<file path="config.mk">
export PLATFORM = sky130hd
export DESIGN_NAME = bullet_pool_ctrl
export DESIGN_NICKNAME = d
export VERILOG_FILES = /design/src/rtl/bullet_pkg.sv /design/src/rtl/free_slot_finder.sv /design/src/rtl/bullet_pool_ctrl.sv
export SDC_FILE = /design/constraint.sdc
export NUM_CORES = 1
export LEC_CHECK = 0
export BUFFER_PORTS_ARGS = -buffer_cell sky130_fd_sc_hd__buf_2
export CORE_ASPECT_RATIO = 1.75
export CORE_MARGIN = 5
export CORE_UTILIZATION = 39
export CTS_BUF_LIST = sky130_fd_sc_hd__clkbuf_4 sky130_fd_sc_hd__clkbuf_8 sky130_fd_sc_hd__clkbuf_16
export DETAILED_ROUTE_END_ITERATION = 16
export PLACE_DENSITY = 0.73
export SLEW_MARGIN = 40
export SYNTH_ARGS = -nofsm -noshare
export SYNTH_HDL_FRONTEND = slang
export SYNTH_SLANG_ARGS = --single-unit
</file>
<file path="constraint.sdc">
create_clock -name clk -period 5.34 [get_ports clk]
set_input_delay 1.602 -clock clk [delete_from_list [all_inputs] [get_ports clk]]
set_output_delay 1.602 -clock clk [all_outputs]
set_load 0.05 [all_outputs]
</file>
<file path="src/rtl/bullet_pkg.sv">
// Shared types for the bullet pool: scheduler states, per-slot record, direction encoding.
package bullet_pkg;

  localparam int SLOT_CORDW = 16;

  typedef enum logic [1:0] {IDLE, ALLOC, MOVE} state_t;

  typedef struct packed {
    logic                  active;
    logic                  dir;
    logic [SLOT_CORDW-1:0] x;
    logic [SLOT_CORDW-1:0] y;
  } slot_t;

  localparam logic DIR_UP   = 1'b1;
  localparam logic DIR_DOWN = 1'b0;

endpackage

</file>
<file path="src/rtl/free_slot_finder.sv">
// Combinational lowest-index free slot finder; slots set in exclude are skipped.
module free_slot_finder #(
  parameter int N_SLOTS = 4
) (
  input  logic [N_SLOTS-1:0]         free,
  input  logic [N_SLOTS-1:0]         exclude,
  output logic                       vld,
  output logic [$clog2(N_SLOTS)-1:0] idx
);

  logic [N_SLOTS-1:0] cand;

  always_comb begin
    cand = free & ~exclude;
    vld  = 1'b0;
    idx  = '0;
    // Scan downward so the lowest candidate is the last one written.
    for (int i = N_SLOTS - 1; i >= 0; i--) begin
      if (cand[i]) begin
        vld = 1'b1;
        idx = ($clog2(N_SLOTS))'(i);
      end
    end
  end

endmodule

</file>
<file path="src/rtl/bullet_pool_ctrl.sv">
// Bullet slot scheduler: per frame, one ALLOC cycle (player then alien) followed by
// one MOVE cycle per slot; busy for N_SLOTS+1 cycles after frame.
module bullet_pool_ctrl
  import bullet_pkg::*;
#(
  parameter int N_SLOTS    = 4,
  parameter int CORDW      = SLOT_CORDW,
  parameter int SPEED      = 8,
  parameter int SCREEN_H   = 480,
  parameter int COOLDOWN   = 8,
  parameter int PLAYER_MAX = 1
) (
  input  logic                     clk,
  input  logic                     rst,
  input  logic                     frame,
  input  logic                     player_fire,
  input  logic [CORDW-1:0]         player_x,
  input  logic [CORDW-1:0]         player_y,
  input  logic                     alien_fire,
  input  logic [CORDW-1:0]         alien_x,
  input  logic [CORDW-1:0]         alien_y,
  input  logic [N_SLOTS-1:0]       hit,
  output logic [N_SLOTS-1:0]       slot_active,
  output logic [N_SLOTS-1:0]       slot_dir,
  output logic [N_SLOTS*CORDW-1:0] slot_x,
  output logic [N_SLOTS*CORDW-1:0] slot_y,
  output logic                     player_grant,
  output logic                     alien_grant,
  output logic                     busy,
  output logic                     frame_overrun
);

  localparam int IW = (N_SLOTS > 1) ? $clog2(N_SLOTS) : 1;
  localparam int CW = $clog2(COOLDOWN + 1);
  localparam int UW = $clog2(N_SLOTS + 1);

  state_t             state;
  slot_t              slots [N_SLOTS];
  logic [N_SLOTS-1:0] fresh;
  logic               player_pend, alien_pend;
  logic [CW-1:0]      cooldown;
  logic [IW-1:0]      idx;

  logic [UW-1:0]      up_count;
  logic               p_vld, a_vld, p_take, a_take;
  logic [IW-1:0]      p_idx, a_idx;
  logic [N_SLOTS-1:0] p_mask;
  logic [CORDW-1:0]   cur_y, mv_y;
  logic [CORDW:0]     down_sum;
  logic               mv_retire;

  always_comb begin
    up_count = '0;
    for (int i = 0; i < N_SLOTS; i++) begin
      slot_active[i]             = slots[i].active;
      slot_dir[i]                = slots[i].dir;
      slot_x[i*CORDW +: CORDW]   = CORDW'(slots[i].x);
      slot_y[i*CORDW +: CORDW]   = CORDW'(slots[i].y);
      if (slots[i].active && slots[i].dir == DIR_UP) up_count = up_count + UW'(1);
    end
  end

  assign busy = (state != IDLE);

  free_slot_finder #(.N_SLOTS(N_SLOTS)) u_player_find (
    .free    (~slot_active),
    .exclude ('0),
    .vld     (p_vld),
    .idx     (p_idx)
  );

  // Cooldown here is already the post-decrement value from the IDLE->ALLOC edge.
  assign p_take = (state == ALLOC) && player_pend && (cooldown == '0) &&
                  (up_count < UW'(PLAYER_MAX)) && p_vld;
  assign p_mask = p_take ? (N_SLOTS'(1) << p_idx) : '0;

  free_slot_finder #(.N_SLOTS(N_SLOTS)) u_alien_find (
    .free    (~slot_active),
    .exclude (p_mask),
    .vld     (a_vld),
    .idx     (a_idx)
  );

  assign a_take = (state == ALLOC) && alien_pend && a_vld;

  always_comb begin
    cur_y    = CORDW'(slots[idx].y);
    down_sum = {1'b0, cur_y} + (CORDW+1)'(SPEED);
    if (slots[idx].dir == DIR_UP) begin
      mv_retire = (cur_y < CORDW'(SPEED));
      mv_y      = cur_y - CORDW'(SPEED);
    end else begin
      mv_retire = (down_sum >= (CORDW+1)'(SCREEN_H));
      mv_y      = down_sum[CORDW-1:0];
    end
  end

  always_ff @(posedge clk) begin
    if (rst) begin
      state         <= IDLE;
      fresh         <= '0;
      player_pend   <= 1'b0;
      alien_pend    <= 1'b0;
      cooldown      <= '0;
      idx           <= '0;
      player_grant  <= 1'b0;
      alien_grant   <= 1'b0;
      frame_overrun <= 1'b0;
      for (int i = 0; i < N_SLOTS; i++) slots[i] <= '0;
    end else begin
      player_grant  <= 1'b0;
      alien_grant   <= 1'b0;
      frame_overrun <= frame && (state != IDLE);
      player_pend   <= player_pend | player_fire;
      alien_pend    <= alien_pend | alien_fire;
      case (state)
        IDLE: begin
          if (frame) begin
            state <= ALLOC;
            if (cooldown != '0) cooldown <= cooldown - CW'(1);
          end
        end
        ALLOC: begin
          player_pend <= 1'b0;
          alien_pend  <= 1'b0;
          fresh       <= '0;
          if (p_take) begin
            slots[p_idx] <= '{active: 1'b1, dir: DIR_UP,
                              x: SLOT_CORDW'(player_x), y: SLOT_CORDW'(player_y)};
            fresh[p_idx] <= 1'b1;
            cooldown     <= CW'(COOLDOWN);
            player_grant <= 1'b1;
          end
          if (a_take) begin
            slots[a_idx] <= '{active: 1'b1, dir: DIR_DOWN,
                              x: SLOT_CORDW'(alien_x), y: SLOT_CORDW'(alien_y)};
            fresh[a_idx] <= 1'b1;
            alien_grant  <= 1'b1;
          end
          idx   <= '0;
          state <= MOVE;
        end
        MOVE: begin
          if (slots[idx].active && !fresh[idx] && !hit[idx]) begin
            if (mv_retire) slots[idx].active <= 1'b0;
            else           slots[idx].y      <= SLOT_CORDW'(mv_y);
          end
          if (idx == IW'(N_SLOTS - 1)) state <= IDLE;
          else                         idx   <= idx + IW'(1);
        end
        default: state <= IDLE;
      endcase
      // A slot allocated this cycle was inactive, so a hit on it cannot kill it.
      for (int i = 0; i < N_SLOTS; i++) begin
        if (hit[i] && slots[i].active) slots[i].active <= 1'b0;
      end
    end
  end

endmodule

</file>
==> results.sh, run 1 <==
export IMPL_wl_um=27600
export IMPL_via_per_inst=5.91
export IMPL_yosysUniqueCellTypes=74
export IMPL_drive_gt1_share_pct=34.0
export IMPL_yosys_most_used_dff="edfxtp_1"
export IMPL_dieArea_um2=23900
export IMPL_slew_headroom_pct=51.0
export IMPL_irDropWorstVdd_mv=0.215
export IMPL_yosysSeqAreaShare_pct=54.0
export IMPL_rsz0062_at_grt="false"
export IMPL_cts_hold_buf=0
export IMPL_yosysTopAreaCellShare_pct=47.4
export IMPL_finalNetCount=985
export IMPL_required_ps=5510
export IMPL_via_count=6915
export IMPL_gr_total_overflow=0
export IMPL_synth_area_leaders="edfxtp_1 47%, a22o_1 7.3%, dfxtp_1 6.7%"
export IMPL_fin_tns_setup_ps=0
export IMPL_cts_resized_gates=0
export IMPL_fp_row_count=70
export IMPL_die_w_um=119
export IMPL_synth_simple_area_share_pct=12.8
export IMPL_synthAdderAreaFrac_pct=1.33
export IMPL_root_buffer="clkbuf_16"
export IMPL_period_share_pct=79.1
export IMPL_io_buffers=212
export IMPL_numCtsBuffers=17
export IMPL_diodes=0
export IMPL_dpl_cell_area_um2=9460
export IMPL_status="completed"
export IMPL_synth_top_family_by_area="compound AO/OA/AOI/OAI gates"
export IMPL_io_pins=213
export IMPL_max_cap_violations=0
export IMPL_drt_iter0_drc=434
export IMPL_hold_slack_ps=491
export IMPL_synth_compound_area_share_pct=19.2
export IMPL_die_y_um=201
export IMPL_grt_use_total_pct=22.7
export IMPL_h_tree_depth=4
export IMPL_synth_nets=777
export IMPL_critPathArrivalTime_ps=4390
export IMPL_netlist_area_um2=8120
export IMPL_multi_input_area_um2=3460
export IMPL_gp_congestion=0.928
export IMPL_critPathLaunchType="flop"
export IMPL_cts_buffer_depth=2
export IMPL_clkLatencyLatePin_ps=430
export IMPL_ys_ff_latch=155
export IMPL_hp_class="reg2reg"
export IMPL_hpwl_um=20200
export IMPL_setup_viol=0
export IMPL_syn_to_final_growth_pct=24.1
export IMPL_synthCells=697
export IMPL_cts_tree="yes"
export IMPL_endpoint_kind="flop"
export IMPL_hold_violations=0
export IMPL_final_common_cell="buf_2"
export IMPL_initial_core_util_pct=39.3
export IMPL_postCtsSetupRepairBufs=0
export IMPL_path_max_fanout=28
export IMPL_clock_sinks=155
export IMPL_power_leakage_nw=3.97
export IMPL_yosys_warnings=0
export IMPL_yosysTopAreaCell="edfxtp_1"
export IMPL_syn_area_per_cell_um2=11.6
export IMPL_muxShareOfSynthArea_pct=6.55
export IMPL_crit_type="reg2reg"
export IMPL_layout_common_cells="212 x buf_2, 128 x edfxtp_1, 71 x nand2_1"
export IMPL_grt_max_degree=35
export IMPL_synth_xor_area_share_pct=2.05
export IMPL_clk_pin_slew_ps=70
export IMPL_slew_viol_final=0
export IMPL_drc=0
export IMPL_synth_edff_count=128
export IMPL_grt_pass1_wl_um=41200
export IMPL_powerDensity_nw_per_um2=327
export IMPL_stdcell_area_um2=10100
export IMPL_grt_pass1_vias=7028
export IMPL_finalClockSkew_ps=14.5
export IMPL_period_minus_slack_ps=4220
export IMPL_core_area_um2=20700
export IMPL_firstDrtPassIters=6
export IMPL_tightest_slew_ps=731
export IMPL_postRouteAntennaNets=0
export IMPL_nFillCells=1903
export IMPL_wl_per_cell_um=23.6
export IMPL_antenna_found_initial=0
export IMPL_clock_fmax_ghz=0.237
export IMPL_seq_area_um2=4380
export IMPL_async_flop_share_pct=0
-- per-stage QoR --
stage,setup WS (ps),std cells,util (%),power (mW)
4_1_cts,1100,1170,48.7,3.31
2_1_floorplan,190,697,-,1.85
3_3_place_gp,1100,1138,45.6,2.02
6_report,1120,1170,48.7,3.29
5_1_grt,893,1170,48.7,3.40
3_5_place_dp,1020,1138,45.7,2.03
-- synthesized netlist by cell type, types with 5 or more instances --
library cell	instances
edfxtp_1	128
nand2_1	72
a22o_1	68
nor2_1	53
o21ai_0	37
dfxtp_1	27
a21oi_1	22
nand3_1	19
inv_1	18
mux4_2	18
buf_2	17
nor3_1	16
clkbuf_1	15
xnor2_1	15
o2bb2ai_1	14
nand2b_1	9
a22oi_1	7
buf_4	7
ha_1	7
mux2i_1	7
a32o_1	6
nand4_1	6
o31ai_1	6
a211oi_1	5
a31oi_1	5
buf_6	5
-- worst max-delay path, stage by stage (launching register included) --
cell and delay (ps):
dfxtp_1 390, nand2_1 90, ha_1 350, a21bo_1 210
nand2_1 50, ha_1 270, a211o_1 260, a2111oi_4 680
buf_4 310, xnor2_1 90, o21ai_2 160, a22oi_1 140
nor3_4 340, buf_4 450, o31ai_1 150
-- final timing paths --
kind | from | to | slack, ps | cells past startpoint
min reg2reg | player_pend | player_pend | 490 | 2
max reg2reg | slots[0][32] | slots[3][2] | 1120 | 14
max | slots[0][32] | slots[3][2] | 1120 | 14
min | player_pend | player_pend | 490 | 2
-- where the power goes --
group | switching, mW | leakage (nW) | internal [mW]
clock | 0.530 | 0.299 | 0.746
sequential | 0.0421 | 1.54 | 1.38
combinational | 0.428 | 2.13 | 0.170
total | 1.00 | 3.97 | 2.29
-- per-layer routing --
layer	track usage (%)	up-vias	routed length (um)	share of wire [%]
met2	42.3	343	15000	54
met3	5.16	92	1830	6.6
met4	12.3	0	1440	5.2
met1	22.9	3371	9310	34
li1	-	3109	-	-
met5	0	-	0	0
-- cells by family (layout without fill, tap and decap cells) --
family	Yosys count	in the layout
buf+inv	64	285
flops	155	155
simple gates	215	215
mux	29	29
fa+ha+maj	9	9
compound gates	206	206
xor+xnor	19	19
-- flip-flops by register name (all words and copies together), names as in the netlist, named ones only --
name / count
player_pend: 1
slots: 136
alien_pend: 1
frame_overrun: 1
fresh: 4
player_grant: 1
cooldown: 4
state: 2
alien_grant: 1
idx: 2
-- layout make-up --
class,count,area share [%]
Clock buffer,17,4.22
Clock inverter,15,1.88
Inverter,19,0.708
Multi-Input combinational cell,478,34.4
Sequential cell,155,43.5
Tap cell,252,3.13
Timing Repair Buffer,234,12.2
No activity file was read; power rests on OpenSTA's default activity.
==> run 2: changes to the inputs <==
- ABC_AREA: default -> 1
- PLACE_DENSITY: 0.73 -> 0.72
- clock period: 5.34 -> 4.43 ns (I/O delays scaled with it)
==> results.sh, run 2 <==
export IMPL_period_share_pct=86.8
export IMPL_tightest_slew_ps=748
export IMPL_irDropWorstVdd_mv=0.261
export IMPL_yosys_most_used_dff="edfxtp_1"
export IMPL_gp_congestion=1.02
export IMPL_via_count=8689
export IMPL_netlist_area_um2=8970
export IMPL_h_tree_depth=4
export IMPL_dpl_cell_area_um2=10400
export IMPL_root_buffer="clkbuf_16"
export IMPL_die_y_um=211
export IMPL_hold_violations=0
export IMPL_clk_pin_slew_ps=60
export IMPL_max_cap_violations=0
export IMPL_largest_register="slots"
export IMPL_period_minus_slack_ps=3850
export IMPL_cp_slowest_stage_delay_ps=450
export IMPL_dieArea_um2=26300
export IMPL_initial_core_util_pct=39.5
export IMPL_io_buffers=212
export IMPL_cts_tree="yes"
export IMPL_clock_fmax_ghz=0.260
export IMPL_syn_to_final_growth_pct=21.8
export IMPL_slew_viol_final=0
export IMPL_yosysMostFrequentCell="nand2_1"
export IMPL_setup_ws_ps=583
export IMPL_required_ps=4530
export IMPL_via_per_inst=5.33
export IMPL_hpwl_um=22500
export IMPL_cts_hold_buf=0
export IMPL_grt_pass1_vias=8702
export IMPL_drive_gt1_share_pct=26.4
export IMPL_synth_edff_count=128
export IMPL_grt_pass1_wl_um=45900
export IMPL_synthCells=1108
export IMPL_critPathLaunchType="flop"
export IMPL_largestRegisters="slots: 136 flops, cooldown: 4 flops, fresh: 4 flops"
export IMPL_layout_common_cells="311 x nand2_1, 212 x buf_2, 128 x edfxtp_1"
export IMPL_power_leakage_nw=5.32
export IMPL_grt_max_degree=39
export IMPL_gr_total_overflow=0
export IMPL_async_flop_share_pct=0
export IMPL_grt_use_total_pct=22.4
export IMPL_yosysSeqAreaShare_pct=48.9
export IMPL_hold_slack_ps=446
export IMPL_clkLatencyLatePin_ps=430
export IMPL_postCtsSetupRepairBufs=0
export IMPL_synth_area_leaders="edfxtp_1 43%, nand2_1 13%, dfxtp_1 6.0%"
export IMPL_rsz0062_at_grt="false"
export IMPL_setup_viol=0
export IMPL_synth_nets=1188
export IMPL_critPathArrivalTime_ps=3940
export IMPL_clock_sinks=155
export IMPL_pre_cts_ws_ps=315
export IMPL_crit_type="reg2reg"
export IMPL_power_mw=3.84
export IMPL_io_pins=213
export IMPL_firstDrtPassIters=5
export IMPL_finalNetCount=1395
export IMPL_yosysTopAreaCell="edfxtp_1"
export IMPL_antenna_found_initial=2
export IMPL_worst_path_max_delay_cell="dfxtp_1"
export IMPL_slew_headroom_pct=50.1
export IMPL_yosys_warnings=0
export IMPL_path_cells="nand2_1 > ha_1 > inv_1 > nand2_1 > nand2_1 > inv_1 > ha_1 > inv_1 > nand2_1 > nor2_1 > nor2_1 > inv_1 > nand3_1 > nor2_2 > buf_4 > inv_1 > nand2_1 > buf_4 > nand3_4 > nand2_1 > buf_4"
export IMPL_cts_resized_gates=0
export IMPL_core_area_um2=22700
export IMPL_drt_iter0_drc=531
export IMPL_yosysUniqueCellTypes=37
export IMPL_fp_row_count=73
export IMPL_final_common_cell="nand2_1"
export IMPL_fin_tns_setup_ps=0
export IMPL_wl_um=30300
export IMPL_hp_class="reg2reg"
export IMPL_finalClockSkew_ps=14.6
export IMPL_endpoint_kind="flop"
export IMPL_yosysTopAreaCellShare_pct=42.8
export IMPL_syn_area_per_cell_um2=8.10
export IMPL_largest_reg_flops=136
export IMPL_status="completed"
export IMPL_postRouteAntennaNets=0
export IMPL_stdcell_area_um2=10900
export IMPL_path_max_fanout=34
export IMPL_wl_per_cell_um=18.6
export IMPL_cts_buffer_depth=2
export IMPL_ys_ff_latch=155
export IMPL_synth_commonest_cells="312 x nand2_1, 128 x edfxtp_1, 122 x inv_1, 97 x nor2_1, 90 x nand3_1"
export IMPL_drc=0
export IMPL_cp_common_cell="nand2_1"
export IMPL_die_w_um=125
export IMPL_powerDensity_nw_per_um2=352
export IMPL_numCtsBuffers=17
## run 2: changes by cell type after synthesis, moves of 14 or more
cell,delta
nand2_2,+15
nand2_1,+240
nand3_1,+71
mux4_2,-18
nor2_1,+44
o21ai_1,+17
o22ai_1,+38
a22o_1,-68
inv_1,+104
o21bai_2,+19
nand4_1,+31
o2bb2ai_1,-14
## run 2: logic make-up (layout without fill, tap and decap cells)
| group | Yosys count | in the layout | share of synthesized area [%] |
|---|---|---|---|
| adder cells (fa/ha/maj) | 7 | 7 | 0.976 |
| XOR/XNOR | 4 | 4 | 0.390 |
| buffers and inverters | 186 | 406 | 8.90 |
| AND/OR/NAND/NOR | 592 | 592 | 29.1 |
| AO/OA/AOI/OAI | 164 | 164 | 11.8 |
| flip-flops | 155 | 155 | 48.9 |
| other | 0 | 1 | 0 |
## run 2: final timing paths
path / to / slack [ps] / start / cells past startpoint
hold reg to reg: cooldown[0] / 450 / cooldown[0] / 1
setup / recovery: slots[1][0] / 580 / slots[0][33] / 21
hold / removal: cooldown[0] / 450 / cooldown[0] / 1
setup reg to reg: slots[1][0] / 580 / slots[0][33] / 21
## run 2: layout make-up
cell class / count / area, um2
tap: 300 / 375
inverter: 137 / 514
timing repair buffer: 237 / 1260
clock buffer: 26 / 541
clock inverter: 6 / 36.3
fill: 2179 / 11800
multi-input combinational: 767 / 3820
antenna: 1 / 2.50
sequential: 155 / 4380
## run 2: critical path, delay by kind of cell (launching register included)
kind	cells	cell delay, ps
AND/OR/NAND/NOR	11	1320
buffers and inverters	8	1180
adder cells (fa/ha/maj)	2	570
flip-flops	1	450
## run 2: per-layer routing
layer | up-vias | part of all wire (%) | routed length [um] | GRT usage [%]
met5 | - | 0.043 | 13 | 0
met4 | 2 | 5.6 | 1690 | 13.7
met3 | 111 | 7.9 | 2390 | 5.44
met2 | 456 | 53 | 16000 | 41.9
met1 | 3999 | 34 | 10100 | 22.0
li1 | 4121 | - | - | -
## run 2: metrics by stage
| step | utilization, % | cells |
|---|---|---|
| floorplan | - | 1108 |
| global placement | 45.5 | 1596 |
| detailed placement | 45.5 | 1596 |
| CTS | 48.0 | 1628 |
| global route | 48.1 | 1629 |
| finish | 48.1 | 1629 |
## run 2: report_power, final
group / internal, mW / switching (mW)
combinational: 0.181 / 0.543
clock: 0.842 / 0.583
sequential: 1.65 / 0.0417
total: 2.68 / 1.17
==> run 3: changes to the inputs <==
- REMOVE_ABC_BUFFERS: default -> 1
==> results.sh, run 3 (synthesis results as in run 2) <==
export IMPL_status="completed"
export IMPL_nFillCells=2249
export IMPL_hpwl_um=23300
export IMPL_reg2reg_depth=22
export IMPL_pwr_share_seq_pct=43.6
export IMPL_gr_total_overflow=0
export IMPL_wl_um=31600
export IMPL_cts_buffer_depth=2
export IMPL_endpoint_kind="flop"
export IMPL_grt_max_degree=38
export IMPL_switching_share_pct=33.5
export IMPL_rsz0062_at_grt="false"
export IMPL_via_per_inst=5.34
export IMPL_slew_headroom_pct=47.9
export IMPL_die_y_um=211
export IMPL_firstDrtPassIters=5
export IMPL_largestRegisters="slots: 136 flops, cooldown: 4 flops, fresh: 4 flops"
export IMPL_clock_fmax_ghz=0.266
export IMPL_setup_viol=0
export IMPL_slew_viol_final=0
export IMPL_postRouteAntennaNets=0
export IMPL_worstHoldPathCells=1
export IMPL_fin_tns_setup_ps=0
export IMPL_layout_common_cells="312 x nand2_1, 212 x buf_2, 128 x edfxtp_1"
export IMPL_cts_tree="yes"
export IMPL_clock_sinks=155
export IMPL_initial_core_util_pct=39.5
export IMPL_hold_slack_ps=451
export IMPL_max_cap_violations=0
export IMPL_syn_to_final_growth_pct=21.9
export IMPL_drc=0
export IMPL_io_pins=213
export IMPL_stdcell_count=1627
export IMPL_p_clk_share_pct=37.6
export IMPL_core_area_um2=22700
export IMPL_largest_reg_flops=136
export IMPL_power_leakage_nw=5.30
export IMPL_seq_area_um2=4380
export IMPL_cts_hold_buf=0
export IMPL_period_minus_slack_ps=3770
export IMPL_period_share_pct=85.0
export IMPL_dieArea_um2=26300
export IMPL_clkLatencyLatePin_ps=440
export IMPL_p_sw_mw=1.30
export IMPL_path_max_fanout=32
export IMPL_hp_class="reg2reg"
export IMPL_combPwrFrac_pct=18.8
export IMPL_grt_pass1_vias=8809
export IMPL_multi_input_area_um2=3810
export IMPL_grt_pass1_wl_um=48200
export IMPL_p_int_mw=2.59
export IMPL_antenna_found_initial=3
export IMPL_largest_register="slots"
export IMPL_io_buffers=212
export IMPL_irDropWorstVdd_mv=0.240
export IMPL_via_count=8696
export IMPL_tightest_slew_ps=781
export IMPL_power_mw=3.89
export IMPL_finalClockSkew_ps=14.9
export IMPL_numCtsBuffers=17
export IMPL_critPathLaunchType="flop"
export IMPL_finalNetCount=1393
export IMPL_critPathArrivalTime_ps=3960
export IMPL_final_common_cell="nand2_1"
export IMPL_grt_use_total_pct=23.6
export IMPL_dp_cells=1594
export IMPL_gp_congestion=0.958
export IMPL_clk_pin_slew_ps=70
export IMPL_postLayoutCoreUtil_pct=48.1
export IMPL_die_w_um=125
export IMPL_cts_resized_gates=0
export IMPL_hold_violations=0
export IMPL_root_buffer="clkbuf_16"
export IMPL_required_ps=4620
export IMPL_powerDensity_nw_per_um2=356
export IMPL_drive_gt1_share_pct=26.2
export IMPL_crit_type="reg2reg"
export IMPL_drt_iter0_drc=801
export IMPL_wl_per_cell_um=19.4
export IMPL_postCtsSetupRepairBufs=0
export IMPL_h_tree_depth=4
export IMPL_fp_row_count=73
[run 3: worst max-delay path, stage by stage (launching register included)]
cell and delay, ps:
dfxtp_1 480, nand2_1 120, ha_1 300, inv_1 70, nand2_1 60, nand2_1 90, inv_1 50, ha_1 260
inv_1 50, nand2_1 40, nor2_1 70, nor2_1 70, nor2_2 150, nand3_1 90, nand2_1 80, nand3_1 90
nand2_1 100, nand2_1 130, nor2_2 230, nand3_2 450, buf_12 360, nand2_1 90, o21bai_2 70
[run 3: final cells by class]
class | count | area share, %
flip-flops and latches | 155 | 40.1
repair buffers | 235 | 11.6
inverters | 137 | 4.70
diodes | 1 | 0.0229
multi-input cells | 767 | 34.8
clock inverters | 15 | 1.41
clock buffers | 17 | 3.89
well taps | 300 | 3.43
[run 3: path summary, 6_finish.rpt]
| path | start | endpoint | slack [ps] |
|---|---|---|---|
| worst max-delay path | slots[1][33] | slots[3][11] | 660 |
| worst min register to register | cooldown[0] | cooldown[0] | 450 |
| worst max register to register | slots[1][33] | slots[3][11] | 660 |
| worst min-delay path | cooldown[0] | cooldown[0] | 450 |
[run 3: metrics by stage]
step	cell area, um2	worst slack [ps]
final	10900	664
after global placement	10400	473
after CTS	10900	697
after global routing	10900	377
after detailed placement	10400	447
after floorplan	8690	-302
[run 3: power groups by stage]
stage | Sequential (mW) | Clock, mW | Combinational, mW
floorplan | 1.91 | 0 | 0.307
global route | 1.70 | 1.54 | 0.792
finish | 1.70 | 1.46 | 0.730
CTS | 1.70 | 1.47 | 0.727
global placement | 1.73 | 0 | 0.715
detailed placement | 1.73 | 0 | 0.725
[run 3: layer usage]
metal | track usage (%) | part of all wire [%] | vias up
li1 | - | - | 4126
met1 | 23.4 | 33 | 4019
met2 | 45.1 | 55 | 465
met3 | 5.29 | 8.0 | 82
met4 | 12.7 | 4.6 | 4
met5 | 0 | 0.086 | -
